--- src/rtl/mult_pkg.sv ---
// Shared constants and control payload for the mult_pipe multiplier.
package mult_pkg;

  localparam logic [1:0] MULT_OP_MUL  = 2'b00;
  localparam logic [1:0] MULT_OP_MADD = 2'b01;
  localparam logic [1:0] MULT_OP_MSUB = 2'b10;
  localparam logic [1:0] MULT_OP_RSV  = 2'b11;

  localparam int MULT_MAX_STAGES = 3;

  // Per-stage control carried alongside the data payload.
  typedef struct packed {
    logic       valid;
    logic       neg;
    logic [1:0] op;
  } mult_ctl_t;

  // The reserved encoding behaves as a plain multiply.
  function automatic logic [1:0] mult_norm_op(input logic [1:0] op);
    return (op == MULT_OP_RSV) ? MULT_OP_MUL : op;
  endfunction

endpackage

--- src/rtl/mult_pp_unit.sv ---
// Unsigned HW x HW partial-product multiplier; four of these form one full-width product.
module mult_pp_unit #(
  parameter int HW = 16
) (
  input  logic [HW-1:0]   i_a,
  input  logic [HW-1:0]   i_b,
  output logic [2*HW-1:0] o_p
);

  assign o_p = {{HW{1'b0}}, i_a} * {{HW{1'b0}}, i_b};

endmodule

--- src/rtl/mult_pipe.sv ---
// Pipelined signed/unsigned WIDTH x WIDTH multiplier with valid/ready handshake and flush.
// Optional accumulate modes (MADD/MSUB) are built when MULT_ACC_EN is defined.
module mult_pipe
  import mult_pkg::*;
#(
  parameter int WIDTH  = 32,
  parameter int STAGES = 3
) (
  input  logic               clk,
  input  logic               resetn,
  input  logic               flush,
  input  logic               in_valid,
  output logic               in_ready,
  input  logic               in_signed,
  input  logic [WIDTH-1:0]   in_a,
  input  logic [WIDTH-1:0]   in_b,
`ifdef MULT_ACC_EN
  input  logic [1:0]         in_op,
  input  logic [2*WIDTH-1:0] acc_in,
`endif
  output logic               out_valid,
  input  logic               out_ready,
  output logic [2*WIDTH-1:0] out_result
);

  localparam int HW = WIDTH / 2;

  if (STAGES < 1 || STAGES > MULT_MAX_STAGES) begin : g_bad_stages
    $error("mult_pipe: STAGES must be 1, 2 or 3");
  end
  if ((WIDTH % 2) != 0 || WIDTH < 8 || WIDTH > 64) begin : g_bad_width
    $error("mult_pipe: WIDTH must be even and within 8..64");
  end

  typedef struct packed {
    mult_ctl_t          ctl;
    logic [WIDTH-1:0]   mag_a;
    logic [WIDTH-1:0]   mag_b;
    logic [2*WIDTH-1:0] acc;
  } mag_pl_t;

  // partials: [3]=hi*hi, [2]=hi*lo, [1]=lo*hi, [0]=lo*lo
  typedef struct packed {
    mult_ctl_t               ctl;
    logic [3:0][WIDTH-1:0]   partials;
    logic [2*WIDTH-1:0]      acc;
  } pp_pl_t;

  // Handshake: a stage register loads only when w_adv=1; every stage moves together.
  // in_ready mirrors w_adv, so an input transfers on in_valid & w_adv, and the
  // output transfers on out_valid & out_ready. flush clears all valids and wins over w_adv.
  logic               w_adv;
  logic               r_out_valid;
  logic [2*WIDTH-1:0] r_out_result;

  mag_pl_t            w_sa;
  mag_pl_t            w_sb;
  pp_pl_t             w_sp;
  pp_pl_t             w_sc;
  logic [WIDTH-1:0]   w_pp_ll;
  logic [WIDTH-1:0]   w_pp_lh;
  logic [WIDTH-1:0]   w_pp_hl;
  logic [WIDTH-1:0]   w_pp_hh;
  logic [2*WIDTH-1:0] w_sum;
  logic [2*WIDTH-1:0] w_prod;
  logic [2*WIDTH-1:0] w_res;

  assign w_adv      = !r_out_valid || out_ready;
  assign in_ready   = w_adv;
  assign out_valid  = r_out_valid;
  assign out_result = r_out_result;

  // Magnitudes: negating the most-negative value yields 2^(WIDTH-1) as unsigned, no overflow.
  always_comb begin
    w_sa           = '0;
    w_sa.ctl.valid = in_valid;
    w_sa.ctl.neg   = in_signed && (in_a[WIDTH-1] ^ in_b[WIDTH-1]);
    w_sa.mag_a     = (in_signed && in_a[WIDTH-1]) ? -in_a : in_a;
    w_sa.mag_b     = (in_signed && in_b[WIDTH-1]) ? -in_b : in_b;
`ifdef MULT_ACC_EN
    w_sa.ctl.op    = mult_norm_op(in_op);
    w_sa.acc       = acc_in;
`else
    w_sa.ctl.op    = MULT_OP_MUL;
    w_sa.acc       = '0;
`endif
  end

  if (STAGES == 3) begin : g_mag_reg
    mag_pl_t r_s1;
    always_ff @(posedge clk) begin
      if (!resetn)     r_s1.ctl.valid <= 1'b0;
      else if (flush)  r_s1.ctl.valid <= 1'b0;
      else if (w_adv)  r_s1 <= w_sa;
    end
    assign w_sb = r_s1;
  end else begin : g_mag_bypass
    assign w_sb = w_sa;
  end

  mult_pp_unit #(.HW(HW)) u_pp_ll (.i_a(w_sb.mag_a[HW-1:0]),     .i_b(w_sb.mag_b[HW-1:0]),     .o_p(w_pp_ll));
  mult_pp_unit #(.HW(HW)) u_pp_lh (.i_a(w_sb.mag_a[HW-1:0]),     .i_b(w_sb.mag_b[WIDTH-1:HW]), .o_p(w_pp_lh));
  mult_pp_unit #(.HW(HW)) u_pp_hl (.i_a(w_sb.mag_a[WIDTH-1:HW]), .i_b(w_sb.mag_b[HW-1:0]),     .o_p(w_pp_hl));
  mult_pp_unit #(.HW(HW)) u_pp_hh (.i_a(w_sb.mag_a[WIDTH-1:HW]), .i_b(w_sb.mag_b[WIDTH-1:HW]), .o_p(w_pp_hh));

  always_comb begin
    w_sp          = '0;
    w_sp.ctl      = w_sb.ctl;
    w_sp.acc      = w_sb.acc;
    w_sp.partials = {w_pp_hh, w_pp_hl, w_pp_lh, w_pp_ll};
  end

  if (STAGES >= 2) begin : g_pp_reg
    pp_pl_t r_s2;
    always_ff @(posedge clk) begin
      if (!resetn)     r_s2.ctl.valid <= 1'b0;
      else if (flush)  r_s2.ctl.valid <= 1'b0;
      else if (w_adv)  r_s2 <= w_sp;
    end
    assign w_sc = r_s2;
  end else begin : g_pp_bypass
    assign w_sc = w_sp;
  end

  // Cross terms sit HW bits up; the true magnitude product always fits in 2*WIDTH bits.
  always_comb begin
    w_sum  = {w_sc.partials[3], w_sc.partials[0]}
           + {{HW{1'b0}}, w_sc.partials[2], {HW{1'b0}}}
           + {{HW{1'b0}}, w_sc.partials[1], {HW{1'b0}}};
    w_prod = w_sc.ctl.neg ? -w_sum : w_sum;
    unique case (w_sc.ctl.op)
      MULT_OP_MADD: w_res = w_sc.acc + w_prod;
      MULT_OP_MSUB: w_res = w_sc.acc - w_prod;
      default:      w_res = w_prod;
    endcase
  end

  always_ff @(posedge clk) begin
    if (!resetn) begin
      r_out_valid  <= 1'b0;
      r_out_result <= '0;
    end else begin
      if (flush)      r_out_valid <= 1'b0;
      else if (w_adv) r_out_valid <= w_sc.ctl.valid;
      if (w_adv)      r_out_result <= w_res;
    end
  end

endmodule

--- config.mk ---
export PLATFORM = sky130hd
export DESIGN_NAME = mult_pipe
export DESIGN_NICKNAME = d
export VERILOG_FILES = /design/src/rtl/mult_pkg.sv /design/src/rtl/mult_pp_unit.sv /design/src/rtl/mult_pipe.sv
export SDC_FILE = /design/constraint.sdc
export NUM_CORES = 2
export LEC_CHECK = 0
export CAP_MARGIN = 20
export CORE_MARGIN = 4
export CORE_UTILIZATION = 40
export CTS_CLUSTER_SIZE = 12
export DETAILED_ROUTE_END_ITERATION = 10
export GPL_ROUTABILITY_DRIVEN = 0
export GPL_TIMING_DRIVEN = 1
export PLACE_DENSITY = 0.6
export SLEW_MARGIN = 20
export SYNTH_ARGS = -nofsm -noshare
export SYNTH_HDL_FRONTEND = slang
export SYNTH_HIERARCHICAL = 1
export SYNTH_SLANG_ARGS = --single-unit
--- constraint.sdc ---
create_clock -name clk -period 15.4 [get_ports clk]
set_input_delay 4.62 -clock clk [delete_from_list [all_inputs] [get_ports clk]]
set_output_delay 4.62 -clock clk [all_outputs]
set_load 0.1 [all_outputs]
==> impl_metrics.tcl <==
set metrics [dict create \
    status "complete, no violations" \
    avgRoutedWirePerCell_um 18.8 \
    numCtsBuffers 31 \
    globalRouteOverflowTotal 0 \
    syn_nets 6558 \
    via_count 35900 \
    avgSynthCellArea_um2 9.25 \
    holdPathEnd "g_pp_reg.r_s2[194]" \
    maxCapViolations 0 \
    dpl.hpwl_mm 94.7 \
    netlist_area_mm2 0.0484 \
    synth_top_cells_by_area "fa_1 (33%), edfxtp_1 (12%), ha_1 (12%)" \
    grt_pass1_vias 37000 \
    reg2reg_from "g_mag_reg.r_s1[81]" \
    arrival_ps 6720 \
    clock_skew_ps 31.1 \
    ys_warn_count 6 \
    fp.dieW_um 356 \
    fmaxAchievable_ghz 0.0881 \
    drc 0 \
    synth_common_cells "inv_1 (922), fa_1 (809), nand2_1 (679), and2_1 (510), ha_1 (451)" \
    grtUsageTotal 0.207 \
    dr.first_iter.drc_count 2718 \
    antenna_found_initial 1 \
    cts_tree "built" \
    grt_max_degree 97 \
    worstSkewPairLatency_ps 630 \
    maxSlewHeadroom 0.292 \
    holdBufCountCts 0 \
    syn_to_final_growth_pct 8.40 \
    diodes 0 \
    async_flop_share 0 \
    start_util 0.403 \
    rr_worst_depth 19 \
    setup_viol 0 \
    synth_flop_cell "edfxtp_1" \
    clk_pin_slew_worst_paths_ps 60 \
    worst_pin_slew_ps 1040 \
    cts_buffer_depth 3 \
    htreeDepth 1 \
    grt_pass1_wl_mm 209 \
    hold_violations 0 \
    netlist.area_leader.share 0.335 \
    nNetsFinal 6580 \
    regToRegSetupSlack_ps 8550 \
    crit_fanout 19 \
    setup_tns_ps 0 \
    fin_crit_ps 11340 \
    postSynthCellCount 5228 \
    worstPathRequired_ps 10780 \
    clock-sinks 261 \
    start_kind "primary input" \
    final.period_utilization 0.737 \
    synth.most_common_cell "inv_1" \
    crit_type "in -> out" \
    rsz0062_at_grt "no" \
    regToRegEndpoint "g_pp_reg.r_s2[120]" \
    wirelength_mm 130 \
    clock-root-buffer "clkbuf_16" \
    synth_cell_type_count 105 \
    cts_setup_buffers 0 \
    core_area_mm2 0.120 \
    critPathCaptureType "output pin" \
    hold_slack_ps 430 \
    ant_nets 0 \
    yosysSeqAreaShare 0.148 \
    viasPerCell 5.21 \
    hold-path-cell-count 0 \
    ctsResizeCount 0 \
    holdCritPathClass "reg -> reg" \
    drv_slew 0 \
    synth_edf_count 194 \
    firstDrtPassIters 7 \
    yosys.area.top_type "fa_1" \
    portBuffers 135 \
    ios 136 \
    rows 127 \
    die_area_mm2 0.127 \
    die_y_um 356 \
    ys_ff_latch 261 \
    drive_above_1_share 0.0353 \
    hold_start "g_mag_reg.r_s1[130]" \
    final_util 0.437 \
]
[area by class of cell]
class	instances	area [um2]
clock inverter	14	131
multi-input combinational	3824	36900
timing repair buffer	208	1900
inverter	924	3470
tap	1612	2020
clock buffer	43	875
fill	11800	67500
sequential	261	7170
[placed cells by master, fill, tap and decap left out, types with 25 or more instances in the layout]
cell             synthesis  routed
o21ai_0                 92      92
nor2_1                 178     177
a211oi_1                66      66
nand3_1                 44      44
clkdlybuf4s50_1          0     135
clkbuf_16                0      33
xnor2_1                147     147
nand4_1                 44      44
dfxtp_1                 67      67
a21oi_1                179     179
a31oi_1                 25      25
nor3_1                  37      37
nand2_1                679     679
xor2_1                 116     116
buf_4                    3      72
o31ai_1                 33      33
and2_1                 510     510
fa_1                   809     809
ha_1                   451     451
a21o_1                  83      83
inv_1                  922     922
edfxtp_1               194     194
[flip-flops by register name, indices dropped and copies added, names as in the netlist]
| register | cells |
|---|---|
| g_pp_reg.r_s2 | 130 |
| out_result | 64 |
| out_valid | 1 |
| g_mag_reg.r_s1 | 66 |
[worst max-delay path by stage]
stage	end	slack, ps	depth (start not counted)	start
final	in_ready	4060	5	out_ready
after global routing	in_ready	3960	5	out_ready
after CTS	in_ready	4050	5	out_ready
after detailed placement	in_ready	4050	5	out_ready
after global placement	in_ready	4040	5	out_ready
after floorplan	g_mag_reg.r_s1[100]	1540	4	out_ready
[per-stage QoR]
stage | cells | cell area [um2] | worst slack, ps
final | 6886 | 52500 | 4060
after global routing | 6886 | 52500 | 3960
after CTS | 6885 | 52400 | 4050
after detailed placement | 6828 | 51400 | 4050
after global placement | 6828 | 51400 | 4040
after floorplan | 5228 | 48400 | 1540
[critical path, stage by stage]
cell             delay, ps
clkdlybuf4s50_1        450
nor2b_1                 40
buf_4                  200
clkinv_2               220
clkdlybuf4s50_1       1180
[cell families after synthesis]
family / after synthesis / synth area share
AO/OA/AOI/OAI: 659 / 0.0940
XOR/XNOR: 263 / 0.0476
AND/OR/NAND/NOR: 1636 / 0.168
adder cells (fa/ha/maj): 1260 / 0.451
flip-flops: 261 / 0.148
buffers and inverters: 1143 / 0.0897
multiplexers: 6 / 0.00127
[metal layers]
metal  up-vias  GRT usage  wire length [um]
met3       132     0.0370              9300
li1      16700          -                 -
met2      1153      0.305             54000
met5         -          0                 0
met4         0     0.0446              3200
met1     17900      0.318             63300
Power is left out: the tool's default activity adds up to more than one toggle a clock period on the data nets, which glitch-free logic cannot reach.
